**config.mk**
```make
export PLATFORM = sky130hd
export DESIGN_NAME = uart_rx_top
export DESIGN_NICKNAME = d
export VERILOG_FILES = /design/src/rtl/uart_pkg.sv /design/src/rtl/uart_rx_core.sv /design/src/rtl/uart_rx_top.sv
export SDC_FILE = /design/constraint.sdc
export NUM_CORES = 1
export LEC_CHECK = 0
export BUFFER_PORTS_ARGS = -buffer_cell sky130_fd_sc_hd__buf_2
export CORE_MARGIN = 2
export CORE_UTILIZATION = 45
export CTS_CLUSTER_DIAMETER = 60
export DETAILED_ROUTE_END_ITERATION = 16
export GPL_ROUTABILITY_DRIVEN = 0
export PLACE_DENSITY = 0.65
export SYNTH_ARGS = -nofsm -noshare
export SYNTH_HDL_FRONTEND = slang
export SYNTH_SLANG_ARGS = --single-unit
```
**constraint.sdc**
```tcl
create_clock -name clk_i -period 1.75 [get_ports clk_i]
set_input_delay 0.2625 -clock clk_i [delete_from_list [all_inputs] [get_ports clk_i]]
set_output_delay 0.2625 -clock clk_i [all_outputs]
set_load 0.01 [all_outputs]
```
**src/rtl/uart_pkg.sv**
```systemverilog
// Shared definitions for the 12-bit telemetry UART receive path:
// packet tag values and the byte receiver state encoding.
package uart_pkg;

    // Tag carried in bits [7:6] of each packet byte.
    localparam logic [1:0] TAG_HI = 2'b10;
    localparam logic [1:0] TAG_LO = 2'b01;

    // Byte receiver states.
    typedef enum logic [2:0] {
        ST_IDLE  = 3'd0,
        ST_START = 3'd1,
        ST_DATA  = 3'd2,
        ST_STOP  = 3'd3,
        ST_BREAK = 3'd4
    } rx_state_t;

endpackage

```
**src/rtl/uart_rx_core.sv**
```systemverilog
// 8N1 byte receiver: 2-flop synchroniser, bit counter and byte FSM.
// rx_byte_valid and frame_err are combinational pulses raised during the
// stop-bit sample cycle; the top registers them one cycle later.
// Handshake: rx_byte_valid is a single-cycle strobe with no back-pressure;
// rx_byte is stable whenever rx_byte_valid is high.
module uart_rx_core
    import uart_pkg::*;
#(
    parameter int CLKS_PER_BIT = 278
) (
    input  logic       clk_i,
    input  logic       rst_n,
    input  logic       rxd,
    output logic [7:0] rx_byte,
    output logic       rx_byte_valid,
    output logic       frame_err,
    output logic       busy
);

    localparam int CW = $clog2(CLKS_PER_BIT);
    localparam logic [CW-1:0] CNT_MID = CW'(CLKS_PER_BIT / 2 - 1);
    localparam logic [CW-1:0] CNT_END = CW'(CLKS_PER_BIT - 1);

    logic            sync1_q, sync2_q;
    rx_state_t       state_q, state_d;
    logic [CW-1:0]   cnt_q, cnt_d;
    logic [2:0]      bit_q, bit_d;
    logic [7:0]      shift_q, shift_d;

    // Synchronise the asynchronous line; idle level is high.
    always_ff @(posedge clk_i) begin
        if (!rst_n) begin
            sync1_q <= 1'b1;
            sync2_q <= 1'b1;
        end else begin
            sync1_q <= rxd;
            sync2_q <= sync1_q;
        end
    end

    // State register, bit counter, bit index and shift register.
    always_ff @(posedge clk_i) begin
        if (!rst_n) begin
            state_q <= ST_IDLE;
            cnt_q   <= '0;
            bit_q   <= 3'd0;
            shift_q <= 8'd0;
        end else begin
            state_q <= state_d;
            cnt_q   <= cnt_d;
            bit_q   <= bit_d;
            shift_q <= shift_d;
        end
    end

    // Next-state logic: half-bit start check, then mid-bit sampling.
    always_comb begin
        state_d       = state_q;
        cnt_d         = cnt_q + 1'b1;
        bit_d         = bit_q;
        shift_d       = shift_q;
        rx_byte_valid = 1'b0;
        frame_err     = 1'b0;
        case (state_q)
            ST_IDLE: begin
                cnt_d = '0;
                if (!sync2_q) begin
                    state_d = ST_START;
                    bit_d   = 3'd0;
                end
            end
            ST_START: begin
                if (cnt_q == CNT_MID) begin
                    cnt_d   = '0;
                    state_d = sync2_q ? ST_IDLE : ST_DATA;
                end
            end
            ST_DATA: begin
                if (cnt_q == CNT_END) begin
                    cnt_d   = '0;
                    shift_d = {sync2_q, shift_q[7:1]};
                    bit_d   = bit_q + 3'd1;
                    if (bit_q == 3'd7) begin
                        state_d = ST_STOP;
                    end
                end
            end
            ST_STOP: begin
                if (cnt_q == CNT_END) begin
                    cnt_d = '0;
                    if (sync2_q) begin
                        rx_byte_valid = 1'b1;
                        state_d       = ST_IDLE;
                    end else begin
                        frame_err = 1'b1;
                        state_d   = ST_BREAK;
                    end
                end
            end
            ST_BREAK: begin
                cnt_d = '0;
                if (sync2_q) begin
                    state_d = ST_IDLE;
                end
            end
            default: begin
                cnt_d   = '0;
                state_d = ST_IDLE;
            end
        endcase
    end

    assign rx_byte = shift_q;
    assign busy    = (state_q != ST_IDLE);

endmodule

```
**src/rtl/uart_rx_top.sv**
```systemverilog
// Telemetry receive top: reassembles tagged high/low 6-bit packets from the
// byte receiver into 12-bit words. All strobes are registered, so they appear
// one cycle after the stop-bit sample and are exactly one cycle wide.
module uart_rx_top
    import uart_pkg::*;
#(
    parameter int CLKS_PER_BIT = 278
) (
    input  logic        clk_i,
    input  logic        rst_n,
    input  logic        rxd,
    output logic [11:0] data_o,
    output logic        data_valid_o,
    output logic        frame_err_o,
    output logic        sync_err_o,
    output logic        busy_o
);

    logic [7:0]  rx_byte;
    logic        rx_byte_valid, frame_err, busy;

    logic        hi_pend_q, hi_pend_d;
    logic [5:0]  hi_q, hi_d;
    logic [11:0] data_q, data_d;
    logic        valid_q, valid_d;
    logic        ferr_q, ferr_d;
    logic        serr_q, serr_d;

    uart_rx_core #(.CLKS_PER_BIT(CLKS_PER_BIT)) u_core (
        .clk_i         (clk_i),
        .rst_n         (rst_n),
        .rxd           (rxd),
        .rx_byte       (rx_byte),
        .rx_byte_valid (rx_byte_valid),
        .frame_err     (frame_err),
        .busy          (busy)
    );

    // Reassembler decisions; a framing error also drops a pending high half.
    always_comb begin
        hi_pend_d = hi_pend_q;
        hi_d      = hi_q;
        data_d    = data_q;
        valid_d   = 1'b0;
        ferr_d    = 1'b0;
        serr_d    = 1'b0;
        if (frame_err) begin
            ferr_d    = 1'b1;
            hi_pend_d = 1'b0;
        end else if (rx_byte_valid) begin
            case (rx_byte[7:6])
                TAG_HI: begin
                    serr_d    = hi_pend_q;
                    hi_d      = rx_byte[5:0];
                    hi_pend_d = 1'b1;
                end
                TAG_LO: begin
                    if (hi_pend_q) begin
                        data_d    = {hi_q, rx_byte[5:0]};
                        valid_d   = 1'b1;
                        hi_pend_d = 1'b0;
                    end else begin
                        serr_d = 1'b1;
                    end
                end
                default: begin
                    serr_d    = 1'b1;
                    hi_pend_d = 1'b0;
                end
            endcase
        end
    end

    // Reassembler state and registered outputs.
    always_ff @(posedge clk_i) begin
        if (!rst_n) begin
            hi_pend_q <= 1'b0;
            hi_q      <= 6'd0;
            data_q    <= 12'd0;
            valid_q   <= 1'b0;
            ferr_q    <= 1'b0;
            serr_q    <= 1'b0;
        end else begin
            hi_pend_q <= hi_pend_d;
            hi_q      <= hi_d;
            data_q    <= data_d;
            valid_q   <= valid_d;
            ferr_q    <= ferr_d;
            serr_q    <= serr_d;
        end
    end

    assign data_o       = data_q;
    assign data_valid_o = valid_q;
    assign frame_err_o  = ferr_q;
    assign sync_err_o   = serr_q;
    assign busy_o       = busy;

endmodule
```
==> impl_metrics.toml <==
[pwr]
p_total_w = 0.001917
p_per_area_mw_per_mm2 = 760.5
peakVddDrop_uv = 410.2
leakagePower_nw = 1.038

[grt]
grt_max_degree = 43
gr-total-overflow = 0
antenna_found_initial = 0
grt_pass1_vias = 1303
grt_pass1_wl_um = 6065
grt_util_all_layers_pct = 14.96

[die]
start_util_pct = 45.85
core_area_sq_mm = 0.004661
die_h_um = 72.91
num_rows = 25
io_pins = 19
die-area_sq_mm = 0.005316
die_w_um = 72.91

[logic_synthesis]
avgSynthCellArea_sq_um = 10.32
synth.distinct_cells = 42
synth.net_count = 217
synth_edf_count = 0
yosysSeqAreaShare_pct = 44.03
async_flop_share_pct = 0
ys_ff_latch = 47
synthFlopType = "dfxtp_1"
synth_cells = 207
syn_area_sq_mm = 0.002137
yosysWarnings = 0

[routing]
top_layer = "met4"
wl_met1_um = 1882
met3_wirelength_um = 96
via_count = 1453
drcViolationCount = 0
totalWireLength_um = 3670
wl_per_cell_um = 12.61
met2WireLength_um = 1621
drt-vias-per-instance = 4.993
ant_nets = 0
first_iter_violations = 61
drt_pre_antenna_iters = 4

[clock_network]
cts.clk_slew.worst_paths_ns = 0.08
cts.path.max_buffers = 2
numCtsBuffers = 5
clkLatencyLatePin_ns = 0.30
numClockSinks = 47
htree_levels = 2
cts_tree = "yes"
cts_root_buf = "clkbuf_8"

[placed_design]
dpl-instance-area_sq_mm = 0.002313
pre_cts_slack_ns = 0.06714
dpl.hpwl_um = 2556
io_buffers = 18

[layout]
area_delta_synth_final_pct = 17.97
final_cell_mix = "dfxtp_1 (43), mux2i_1 (31), nor2b_1 (26)"
fin_area_sq_mm = 0.002521
diodes = 0
nets = 246
drive_gt1_share_pct = 24.89
final_common_cell = "dfxtp_1"

[worst_setup_path]
crit_chain = "buf_4 -> ha_4 -> nand4bb_4 -> or4_4 -> mux2i_1 -> nor2b_1"
crit_fanout = 6
critical_path_class = "flip-flop to flip-flop"
cp_slowest_cell = "or4_4"
start_kind = "flip-flop"
cp-end-kind = "flip-flop"
arrival_ns = 1.88
crit_required_ns = 1.94
critical_path.max_stage_delay_ns = 0.64

[hold_path]
hold_path_class = "input port to flip-flop"

[sta]
tns_ns = 0
setup_ws_ns = 0.05852
relSlewSlack_pct = 74.58
rsz0062_at_grt = "yes"
skew_ns = 0.008055
min_period_ns = 1.691
drv_slew = 0
worstMarginPinSlew_ns = 0.3813
final_hold_viol_count = 0
finalCritPeriodShare_pct = 96.66
fmax_mhz = 591.2
final-setup-viol-count = 0

[job]
drv_cap = 0

[outcome]
outcome = "completed"
==> metrics by stage <==
stage	hold slack, ns	utilization [%]	instances
after CTS	0.1344	52.05	287
after floorplan	0.3355	-	207
after global routing	0.1639	54.09	291
after detailed placement	0.4081	49.64	279
after global placement	0.3916	49.64	279
final	0.1434	54.09	291
==> what timing repair did <==
item	in CTS	in global routing
resized for setup	0	13
endpoints found under the setup margin	0	15
setup buffers	0	4
hold buffers	0	0
==> path summary, 6_finish.rpt <==
kind / startpoint / to / slack (ns) / cells past startpoint
setup / recovery: u_core.cnt_q[0]$_SDFF_PN0_ / hi_q[0]$_SDFFE_PN0P_ / 0.06 / 6
hold / removal: rxd / u_core.sync1_q$_SDFF_PN1_ / 0.14 / 2
setup reg to reg: u_core.cnt_q[0]$_SDFF_PN0_ / hi_q[0]$_SDFFE_PN0P_ / 0.06 / 6
hold reg to reg: u_core.sync1_q$_SDFF_PN1_ / u_core.sync2_q$_SDFF_PN1_ / 0.42 / 1
==> registers in the layout, indices dropped and copies added, names as in the netlist, 3 cells and up <==
| register | count |
|---|---|
| data_o | 12 |
| u_core.state_q | 3 |
| hi_q | 6 |
| u_core.bit_q | 3 |
| u_core.cnt_q | 9 |
| u_core.rx_byte | 8 |
==> report_power, final <==
group          total [W]  leakage [nW]  switching, W  internal [W]
Clock           0.000778        0.0581      0.000353      0.000425
Combinational  0.0000637         0.599     0.0000340     0.0000298
Sequential       0.00108         0.381    0.00000392       0.00107
==> cells in the mapped netlist, types with 2 or more instances <==
library cell	n	area, sq um
ha_1	7	87.58
and2_1	2	12.51
clkbuf_1	5	18.77
nor2_1	16	60.06
xor2_1	2	17.52
nand2_1	13	48.80
xnor2_1	6	52.55
nand3b_1	2	15.01
nor2b_1	26	162.7
nand3_1	6	30.03
nand2b_1	4	25.02
inv_1	6	22.52
and4bb_1	2	25.02
a21oi_1	2	10.01
nor3_1	2	10.01
dfxtp_1	47	940.9
mux2i_1	31	310.3
buf_2	3	15.01
buf_6	2	22.52
==> worst max-delay path, delay by kind of cell, from the launching register on <==
family | cells | cell delay, ns
flops | 1 | 0.33
simple gates | 3 | 0.82
mux | 1 | 0.18
buf+inv | 1 | 0.12
fa+ha+maj | 1 | 0.14
==> final cells by class <==
class                      count  area, sq um
clock buffer                   5        68.82
clock inverter                 3        43.79
fill                         417         2140
inverter                       6        22.52
multi-input combinational    144         1170
sequential                    47        945.9
tap                           54        67.56
timing repair buffer          32        202.7
==> cells by family (layout without fill, tap and decap cells) <==
group | Yosys count | after routing | share of synthesized area (%)
simple gates | 86 | 86 | 25.23
flops | 47 | 47 | 44.03
mux | 32 | 32 | 15.05
buf+inv | 16 | 46 | 3.688
compound gates | 11 | 11 | 4.626
xor+xnor | 8 | 8 | 3.279
fa+ha+maj | 7 | 7 | 4.098
==> routing by layer <==
layer / vias to the layer above / GRT usage [%]
met4: 0 / 6.173
met2: 22 / 22.42
met1: 665 / 20.29
met3: 7 / 4.144
met5: - / 0
li1: 759 / -
Power figures use the tool's default switching activity.
